**src/rtl/dbg_state_reader.sv**
```systemverilog
// Snapshots the 4-deep debug-state history on request and shifts it out MSB first as a SYNC/payload/parity frame.
// First bit appears on the cycle after the accepting edge; no backpressure: requests outside IDLE are dropped.
module dbg_state_reader #(
  parameter int unsigned BIT_DIV = 4,
  parameter logic [3:0]  SYNC    = 4'b1010
) (
  input  logic       iClk,
  input  logic       iRst_n,
  input  logic       iRdReq,
  input  logic       iClrAfterRd,
  input  logic [3:0] iCurState,
  input  logic [3:0] iPrevState2,
  input  logic [3:0] iPrevState1,
  input  logic [3:0] iPrevState0,
  output logic       oBusy,
  output logic       oSerData,
  output logic       oSerValid,
  output logic       oFrameStart,
  output logic       oClearLog,
  output logic       oDone
);

  localparam logic [4:0] LAST_IDX = 5'd20;
  localparam logic [7:0] LAST_CNT = 8'(BIT_DIV - 1);

  typedef enum logic [1:0] {
    S_IDLE  = 2'd0,
    S_SHIFT = 2'd1,
    S_CLEAR = 2'd2,
    S_DONE  = 2'd3
  } state_e;

  state_e      state_q;
  logic [7:0]  cnt_q;
  logic [4:0]  idx_q;
  logic [15:0] snap_q;
  logic        par_q;
  logic        clr_q;
  logic        busy_q;
  logic        ser_q;
  logic        vld_q;
  logic        fs_q;
  logic        clrlog_q;
  logic        done_q;

  logic [15:0] snap_d;
  logic        par_d;
  logic [4:0]  idx_d;
  logic        ser_d;
  logic        bit_end;
  logic [20:0] frame;

  assign snap_d  = {iCurState, iPrevState2, iPrevState1, iPrevState0};
  assign par_d   = ^snap_d;
  assign bit_end = (cnt_q == LAST_CNT);
  assign frame   = {SYNC, snap_q, par_q};
  assign idx_d   = idx_q + 5'd1;
  // Bit k of the frame lives at frame[20-k]; the guard only matters on the final bit.
  assign ser_d   = (idx_d <= LAST_IDX) ? frame[LAST_IDX - idx_d] : 1'b0;

  always_ff @(posedge iClk or negedge iRst_n) begin
    if (!iRst_n) begin
      state_q  <= S_IDLE;
      cnt_q    <= '0;
      idx_q    <= '0;
      snap_q   <= '0;
      par_q    <= 1'b0;
      clr_q    <= 1'b0;
      busy_q   <= 1'b0;
      ser_q    <= 1'b0;
      vld_q    <= 1'b0;
      fs_q     <= 1'b0;
      clrlog_q <= 1'b0;
      done_q   <= 1'b0;
    end else begin
      clrlog_q <= 1'b0;
      done_q   <= 1'b0;
      unique case (state_q)
        S_IDLE: begin
          cnt_q  <= '0;
          idx_q  <= '0;
          busy_q <= 1'b0;
          ser_q  <= 1'b0;
          vld_q  <= 1'b0;
          fs_q   <= 1'b0;
          if (iRdReq) begin
            snap_q  <= snap_d;
            par_q   <= par_d;
            clr_q   <= iClrAfterRd;
            busy_q  <= 1'b1;
            ser_q   <= SYNC[3];
            vld_q   <= 1'b1;
            fs_q    <= 1'b1;
            state_q <= S_SHIFT;
          end
        end
        S_SHIFT: begin
          if (bit_end) begin
            cnt_q <= '0;
            fs_q  <= 1'b0;
            if (idx_q == LAST_IDX) begin
              idx_q <= '0;
              ser_q <= 1'b0;
              vld_q <= 1'b0;
              if (clr_q) begin
                clrlog_q <= 1'b1;
                state_q  <= S_CLEAR;
              end else begin
                done_q  <= 1'b1;
                state_q <= S_DONE;
              end
            end else begin
              idx_q <= idx_d;
              ser_q <= ser_d;
              vld_q <= 1'b1;
            end
          end else begin
            cnt_q <= cnt_q + 8'd1;
            vld_q <= 1'b0;
          end
        end
        S_CLEAR: begin
          done_q  <= 1'b1;
          state_q <= S_DONE;
        end
        S_DONE: begin
          busy_q  <= 1'b0;
          state_q <= S_IDLE;
        end
        default: state_q <= S_IDLE;
      endcase
    end
  end

  assign oBusy       = busy_q;
  assign oSerData    = ser_q;
  assign oSerValid   = vld_q;
  assign oFrameStart = fs_q;
  assign oClearLog   = clrlog_q;
  assign oDone       = done_q;

endmodule
```
**config.mk**
```make
export PLATFORM = sky130hd
export DESIGN_NAME = dbg_state_reader
export DESIGN_NICKNAME = d
export VERILOG_FILES = /design/src/rtl/dbg_state_reader.sv
export SDC_FILE = /design/constraint.sdc
export NUM_CORES = 1
export LEC_CHECK = 0
export ABC_AREA = 1
export CAP_MARGIN = 15
export CORE_UTILIZATION = 30
export CTS_CLUSTER_SIZE = 12
export DETAILED_ROUTE_END_ITERATION = 10
export PLACE_DENSITY = 0.58
export SLEW_MARGIN = 25
export SYNTH_ARGS = -nofsm -noshare
export SYNTH_HDL_FRONTEND = slang
export SYNTH_SLANG_ARGS = --single-unit
```
**constraint.sdc**
```tcl
create_clock -name iClk -period 1.7 [get_ports iClk]
set_input_delay 0.17 -clock iClk [delete_from_list [all_inputs] [get_ports iClk]]
set_output_delay 0.17 -clock iClk [all_outputs]
set_load 0.05 [all_outputs]
```
==> impl_summary.txt, run 1 <==
----------------------------------------------------
[Outcome]
  Outcome ... finished clean

[Global routing]
  Number of global-route vias before repair ... 2171
  Global-route total usage across every layer ... 13.5%
  Antenna violations before repair ... 0
  First-pass GRT wire length ... 9380 µm
  Pin count of the biggest net entering global routing ... 33
  Remaining global-route overflow ... 0

[Synth]
  Syn Std Cell Area ... 0.00249 mm²
  Dominant register cell in the synthesized netlist ... sky130_fd_sc_hd__dfrtp_1
  Async SR Flop Fraction ... 100%
  Number of enable-type register cells in the synthesized netlist ... 0
  FF+latch count, synth ... 39
  Number of instances in the synthesized netlist ... 365
  Count of different cell masters after synthesis ... 31
  Warnings from Yosys ... 0
  Syn nets ... 395
  Sequential-to-total area share from yosys stat ... 39.2%
  Synthesized area divided by synthesized cell count ... 6.83 µm²

[Routing]
  Detail-routed via count per cell ... 4.42
  DRC marker count from the first detailed-route iteration ... 85
  Post-detailed-route wirelength per cell ... 10.4 µm
  Remaining design rule violation count ... 0
  Total Wirelength ... 5230 µm
  Via Count ... 2231
  ANT nets after route ... 0
  Number of iterations in the first detailed-routing pass ... 4

[Power]
  Clock power frac ... 18.8%
  Switching Power ... 0.00183 W
  Total power density per cell area ... 1410 mW/mm²
  Leakage power ... 1.62 nW
  Part of the power in combinational logic ... 47.4%
  Cell Int Power ... 0.00249 W
  Switching share of power ... 42.4%
  Flop pwr share ... 33.8%
  Largest voltage drop on the vdd net ... 0.431 mV
  Overall power after layout ... 0.00432 W

[Worst setup path]
  Delay of the slowest cell on the worst path ... 800 ps
  Data required time at the worst endpoint ... 1530 ps
  Cell with the largest stage delay on the worst path ... sky130_fd_sc_hd__clkdlybuf4s50_1
  Crit start category ... flop
  Cells along the critical path ... clkdlybuf4s50_1
  Kind of cell adding the most delay to the critical path ... buffers and inverters
  Arrival time worst endpoint ... 1460 ps
  Critical path capture point type ... output port
  Category of the most critical setup path ... flop to output port
  Largest fanout on the critical path ... 2
  Number of buffer and inverter stages on the critical path ... 1

[Die]
  Die width ... 93.2 µm
  Number of placed I/O pins ... 26
  Core Box Area ... 0.00789 mm²
  Effective utilization at floorplan ... 31.6%
  # rows ... 32
  Die height ... 93.2 µm
  Area of the die ... 0.00868 mm²

[STA]
  Setup repair after global routing missed its margin ... no
  Share of the clock period used by the worst path after layout ... 96.0%
  Number of endpoints with negative hold slack in the final report ... 0
  Slew at the pin closest to its max-slew limit ... 500 ps
  Number of setup violations in the final report ... 0
  Minimum clock period after layout ... 1630 ps
  F_max ... 0.613 GHz
  Number of max-slew violations in the final report ... 0
  Clock tree skew after final layout ... 11.7 ps
  Relative slew slack ... 66.6%
  Total Negative Setup Slacks ... 0 ps
  Least setup slack across all paths after layout ... 68.3 ps

[Placement]
  RD Place Congestion ... 0.875
  Post-Place Setup Slack ... 81.5 ps
  Count of buffers from port buffering ... 25
  Placed wire-length estimate ... 4060 µm

[Clock network]
  TritonCTS clock tree ... yes
  Clock slew at reported path FFs ... 90 ps
  Clock sink count ... 39
  H-tree depth ... 2
  CTS Buffer Depth ... 2
  Number of clock buffers inserted by TritonCTS ... 5
  Clock insertion delay at the later pin of the skew report ... 300 ps
  CTS Root Buffer Type ... sky130_fd_sc_hd__clkbuf_8

[Cells and area]
  Number of nets in the finished design ... 432
  Post-layout utilization of the core ... 38.8%
  Count of inserted antenna diode cells ... 0
  Area growth from synthesis to layout ... 22.8%
  Ratio of cells with drive above 1 in the final layout ... 11.2%

[Job]
  Number of violations of the max-capacitance limit ... 0

[Hold path]
  Path type of the worst min-delay path ... input pin to asynchronous set/reset pin

----------------------------------------------------
[area by class of cell]
| type | count | area [µm²] |
|---|---|---|
| fillers | 846 | 4830 |
| flip-flops and latches | 39 | 976 |
| clock inverters | 2 | 35.0 |
| repair buffers | 35 | 334 |
| inverters | 59 | 224 |
| clock buffers | 6 | 82.6 |
| multi-input cells | 262 | 1280 |
| well taps | 102 | 128 |
[path summary, 6_finish.rpt]
| check | slack (ps) | endpoint | start | cells past startpoint |
|---|---|---|---|---|
| hold reg to reg | 490 | snap_q[8] | snap_q[8] | 2 |
| hold / removal | 340 | cnt_q[4] | iRst_n | 2 |
| setup / recovery | 70 | oSerValid | oSerValid | 1 |
| setup reg to reg | 160 | oSerData | idx_q[0] | 11 |
| min in group iClk | 490 | snap_q[8] | snap_q[8] | 2 |
| max in group asynchronous | 880 | snap_q[5] | iRst_n | 3 |
[synth_stat cells, drive strengths merged (3+ instances only)]
master	number	share of area, %
nor3	4	1.0
o22ai	3	0.75
inv	58	8.8
o21ai	31	6.2
nand3	19	4.6
ha	10	5.0
a21oi	3	0.60
nand2	159	25
dfrtp	39	39
clkbuf	3	0.45
nor2	18	3.1
nand4	4	1.0
[per-stage QoR]
stage               hold slack (ps)  std cells  area, µm²
floorplan                      -126        365       2490
finish                          342        505       3060
CTS                             351        504       3030
global placement                145        495       2900
global route                    391        505       3060
detailed placement              144        495       2900
[layout by cell type (no fill, tap or decap), types with 6 or more instances in the layout]
| master | instances |
|---|---|
| sky130_fd_sc_hd__o21ai_1 | 7 |
| sky130_fd_sc_hd__inv_1 | 53 |
| sky130_fd_sc_hd__clkbuf_8 | 6 |
| sky130_fd_sc_hd__buf_4 | 9 |
| sky130_fd_sc_hd__nor2_1 | 14 |
| sky130_fd_sc_hd__o21ai_0 | 24 |
| sky130_fd_sc_hd__ha_1 | 7 |
| sky130_fd_sc_hd__nand3_1 | 15 |
| sky130_fd_sc_hd__dfrtp_1 | 39 |
| sky130_fd_sc_hd__nand2_1 | 153 |
| sky130_fd_sc_hd__clkdlybuf4s50_1 | 22 |
[repair_timing]
action | 4_1_cts | 5_1_grt
setup endpoints to repair | 0 | 2
resized for setup | 0 | 7
hold buffers | 1 | 0
setup buffers | 0 | 1
endpoints found under the hold margin | 17 | 0
[power by group through the flow]
stage,clock network [W],logic (W),registers (W)
3_5_place_dp,0,0.00200,0.00147
5_1_grt,0.000876,0.00237,0.00150
2_1_floorplan,0,0.00126,0.00161
4_1_cts,0.000838,0.00201,0.00146
6_report,0.000813,0.00205,0.00146
3_3_place_gp,0,0.00198,0.00146
[per-layer routing]
layer	vias to the layer above	part of all wire [%]	global-route usage, %
met2	39	46	22.6
met5	-	0	0
met1	978	49	16.9
met4	0	1.9	5.13
met3	11	3.5	2.85
li1	1203	-	-
[state kept, by name (all words and copies together), names as in the netlist, 2 cells and up]
signal and cells:
cnt_q 8, idx_q 5, snap_q 16, state_q 2
[kinds of logic (layout without fill, tap and decap cells)]
kind of cell	count (synthesis)	after routing	synth area share, %
adder cells (fa/ha/maj)	10	10	5.02
AND/OR/NAND/NOR	207	207	35.2
flip-flops	39	39	39.2
XOR/XNOR	4	4	1.41
buffers and inverters	64	102	10.3
AO/OA/AOI/OAI	41	41	8.84
(Power assumes the default switching activity.)
==> run 2, diff against run 1 <==
Settings changed: SETUP_SLACK_MARGIN set to 0.4.
==> run 2 against run 1 <==
  * Highest routed layer unchanged
  * Register-to-register slack better by 70 ps
  * Cell area grew 14%
  * Critical path depth increased by 11
==> impl_summary.txt, run 2 (synthesized netlist as in run 1, its figures left out) <==
----------------------------------------------------
[Outcome]
  Outcome ... finished clean (unchanged)

[STA]
  Relative slew slack ... 68.1% (was 66.6%)
  Number of endpoints with negative hold slack in the final report ... 0 (unchanged)
  Setup repair after global routing missed its margin ... yes (was no)
  Slew at the pin closest to its max-slew limit ... 478 ps (was 500 ps)
  Least setup slack across all paths after layout ... 227 ps (was 68.3 ps)
  Number of setup violations in the final report ... 0 (unchanged)
  Number of max-slew violations in the final report ... 0 (unchanged)
  Minimum clock period after layout ... 1470 ps (was 1630 ps)
  Clock tree skew after final layout ... 13.2 ps (was 11.7 ps)
  F_max ... 0.679 GHz (was 0.613 GHz)
  Total Negative Setup Slacks ... 0 ps (unchanged)
  Share of the clock period used by the worst path after layout ... 86.7% (was 96.0%)
  Hold_ws ... 354 ps (was 342 ps)

[Worst setup path]
  Cells along the critical path ... inv_2 > ha_4 > inv_4 > nand2_4 > nand2_4 > o21ai_1 > nand3_1 > nand3_1 > nand2_1 > nand2_1 > nand2_1 > nand2_1 (was clkdlybuf4s50_1)
  Terminus of the critical flop-to-flop path ... oSerData (unchanged)
  Most numerous cell on the critical path ... sky130_fd_sc_hd__nand2_1
  Cell with the largest stage delay on the worst path ... sky130_fd_sc_hd__dfrtp_2 (was sky130_fd_sc_hd__clkdlybuf4s50_1)
  Reg2Reg Depth ... 12 (was 11)
  Number of buffer and inverter stages on the critical path ... 2 (was 1)
  Category of the most critical setup path ... flop to flop (was flop to output port)
  Register-to-register setup slack ... 230 ps (was 160 ps)
  Arrival time worst endpoint ... 1660 ps (was 1460 ps)
  Delay of the slowest cell on the worst path ... 440 ps (was 800 ps)
  Kind of cell adding the most delay to the critical path ... simple AND/OR/NAND/NOR gates (was buffers and inverters)
  Worst reg2reg path startpoint ... idx_q[1] (was idx_q[0])
  Crit start category ... flop (unchanged)
  Data required time at the worst endpoint ... 1890 ps (was 1530 ps)
  Critical path capture point type ... flop (was output port)
  Largest fanout on the critical path ... 4 (was 2)

[Global routing]
  Number of global-route vias before repair ... 2302 (was 2171)
  Remaining global-route overflow ... 0 (unchanged)
  Pin count of the biggest net entering global routing ... 33 (unchanged)
  First-pass GRT wire length ... 10300 µm (was 9380 µm)
  Antenna violations before repair ... 0 (unchanged)
  Global-route total usage across every layer ... 14.8% (was 13.5%)

[Clock network]
  CTS Buffer Depth ... 2 (unchanged)
  Clock slew at reported path FFs ... 80 ps (was 90 ps)
  CTS Root Buffer Type ... sky130_fd_sc_hd__clkbuf_8 (unchanged)
  H-tree depth ... 2 (unchanged)
  Clock sink count ... 39 (unchanged)
  Number of clock buffers inserted by TritonCTS ... 5 (unchanged)
  TritonCTS clock tree ... yes (unchanged)
  Clock insertion delay at the later pin of the skew report ... 300 ps (about the same)

[Cells and area]
  Most used cells in the layout excluding fill and tap cells ... 143 x sky130_fd_sc_hd__nand2_1, 44 x sky130_fd_sc_hd__inv_1, 36 x sky130_fd_sc_hd__dfrtp_1 (was 153 x sky130_fd_sc_hd__nand2_1, 53 x sky130_fd_sc_hd__inv_1, 39 x sky130_fd_sc_hd__dfrtp_1)
  Area growth from synthesis to layout ... 40.2% (was 22.8%)
  Count of inserted antenna diode cells ... 0 (unchanged)
  Most common cell after layout, fill and taps aside ... sky130_fd_sc_hd__nand2_1 (unchanged)
  Ratio of cells with drive above 1 in the final layout ... 25.4% (was 11.2%)
  Most flops, register ... snap_q (unchanged)
  Final cell area excluding filler cells ... 0.00349 mm² (was 0.00306 mm²)
  Number of nets in the finished design ... 454 (was 432)
  Number of non-filler instances in the completed layout ... 527 (was 505)
  Flip-flop count of the largest register after layout ... 16 (unchanged)
  Largest registers ... snap_q: 16 flops, cnt_q: 8 flops, idx_q: 5 flops (unchanged)
  Count of filler cells inserted in the layout ... 757 (was 846)

[Placement]
  Placed wire-length estimate ... 4010 µm (was 4060 µm)
  Post-Place Setup Slack ... 155 ps (was 81.5 ps)
  Number of cells after detailed placement ... 493 (was 495)
  RD Place Congestion ... 0.841 (was 0.875)
  Standard cell area after detailed placement ... 0.00292 mm² (was 0.00290 mm²)
  Count of buffers from port buffering ... 25 (unchanged)

[Routing]
  Number of iterations in the first detailed-routing pass ... 4 (unchanged)
  ANT nets after route ... 0 (unchanged)
  DRC marker count from the first detailed-route iteration ... 77 (was 85)
  Remaining design rule violation count ... 0 (unchanged)
  Via Count ... 2354 (was 2231)
  Post-detailed-route wirelength per cell ... 11.1 µm (was 10.4 µm)
  Total Wirelength ... 5870 µm (was 5230 µm)
  Detail-routed via count per cell ... 4.47 (was 4.42)

[Job]
  Number of violations of the max-capacitance limit ... 0 (unchanged)

[Die]
  Number of placed I/O pins ... 26 (unchanged)
  Die width ... 93.2 µm (unchanged)
  Area of the die ... 0.00868 mm² (unchanged)
  Core Box Area ... 0.00789 mm² (unchanged)
  # rows ... 32 (unchanged)
  Die height ... 93.2 µm (unchanged)
  Effective utilization at floorplan ... 31.6% (unchanged)

[Power]
  Largest voltage drop on the vdd net ... 0.511 mV (was 0.431 mV)
  Total power density per cell area ... 1450 mW/mm² (was 1410 mW/mm²)
  Leakage power ... 1.78 nW (was 1.62 nW)

[Hold path]
  Path type of the worst min-delay path ... input pin to asynchronous set/reset pin (unchanged)

----------------------------------------------------
-- run 2: cell types whose count changed in the layout (fill, tap and decap cells not counted), sizes merged --
cell / change
clkdlybuf4s50: -4
clkdlybuf4s15: +1
buf: +22
clkinv: +1
clkbuf: +2
-- run 2: timing repair --
item                                   CTS  global route
cloned                                   0             1
hold buffers                             1             0
pin swaps                                3            12
setup buffers                           14            10
setup endpoints to repair               40            39
gates resized for setup                 29            46
endpoints found under the hold margin   18             0
-- run 2: worst max path at each step --
| stage | startpoint | end | slack, ps | cells after the start |
|---|---|---|---|---|
| 4_1_cts | idx_q[0] | oSerData | 240 | 11 |
| 5_1_grt | idx_q[1] | oSerData | 90 | 12 |
| 3_3_place_gp | idx_q[1] | oSerData | 150 | 12 |
| 3_5_place_dp | idx_q[1] | oSerData | 150 | 12 |
| 6_report | idx_q[1] | oSerData | 230 | 12 |
| 2_1_floorplan | idx_q[0] | oSerData | 270 | 12 |
-- run 2: area by class of cell --
type,instances,area [µm²],share of cell area (%)
inverter,59,236,6.77
multi-input combinational,262,1500,43.0
timing repair buffer,57,537,15.4
clock buffer,5,68.8,1.97
tap,102,128,3.65
sequential,39,980,28.0
clock inverter,3,43.8,1.25
-- run 2: where the power goes --
| part | internal, W | switching [W] |
|---|---|---|
| clock | 0.000437 | 0.000353 |
| combinational | 0.00119 | 0.00162 |
| sequential | 0.00125 | 0.000225 |
-- run 2: routing by layer --
layer  GRT usage, %  vias to the layer above  wire, µm
li1               -                     1247         -
met1           19.6                     1060      2840
met2           24.0                       37      2780
met3           2.44                       10       148
met4           5.90                        0       108
met5              0                        -         0
-- run 2: stage by stage --
step,total power [W],util [%]
final,0.00508,44.3
after global routing,0.00555,44.3
after CTS,0.00466,41.0
after detailed placement,0.00356,37.0
after global placement,0.00354,37.0
after floorplan,0.00296,-
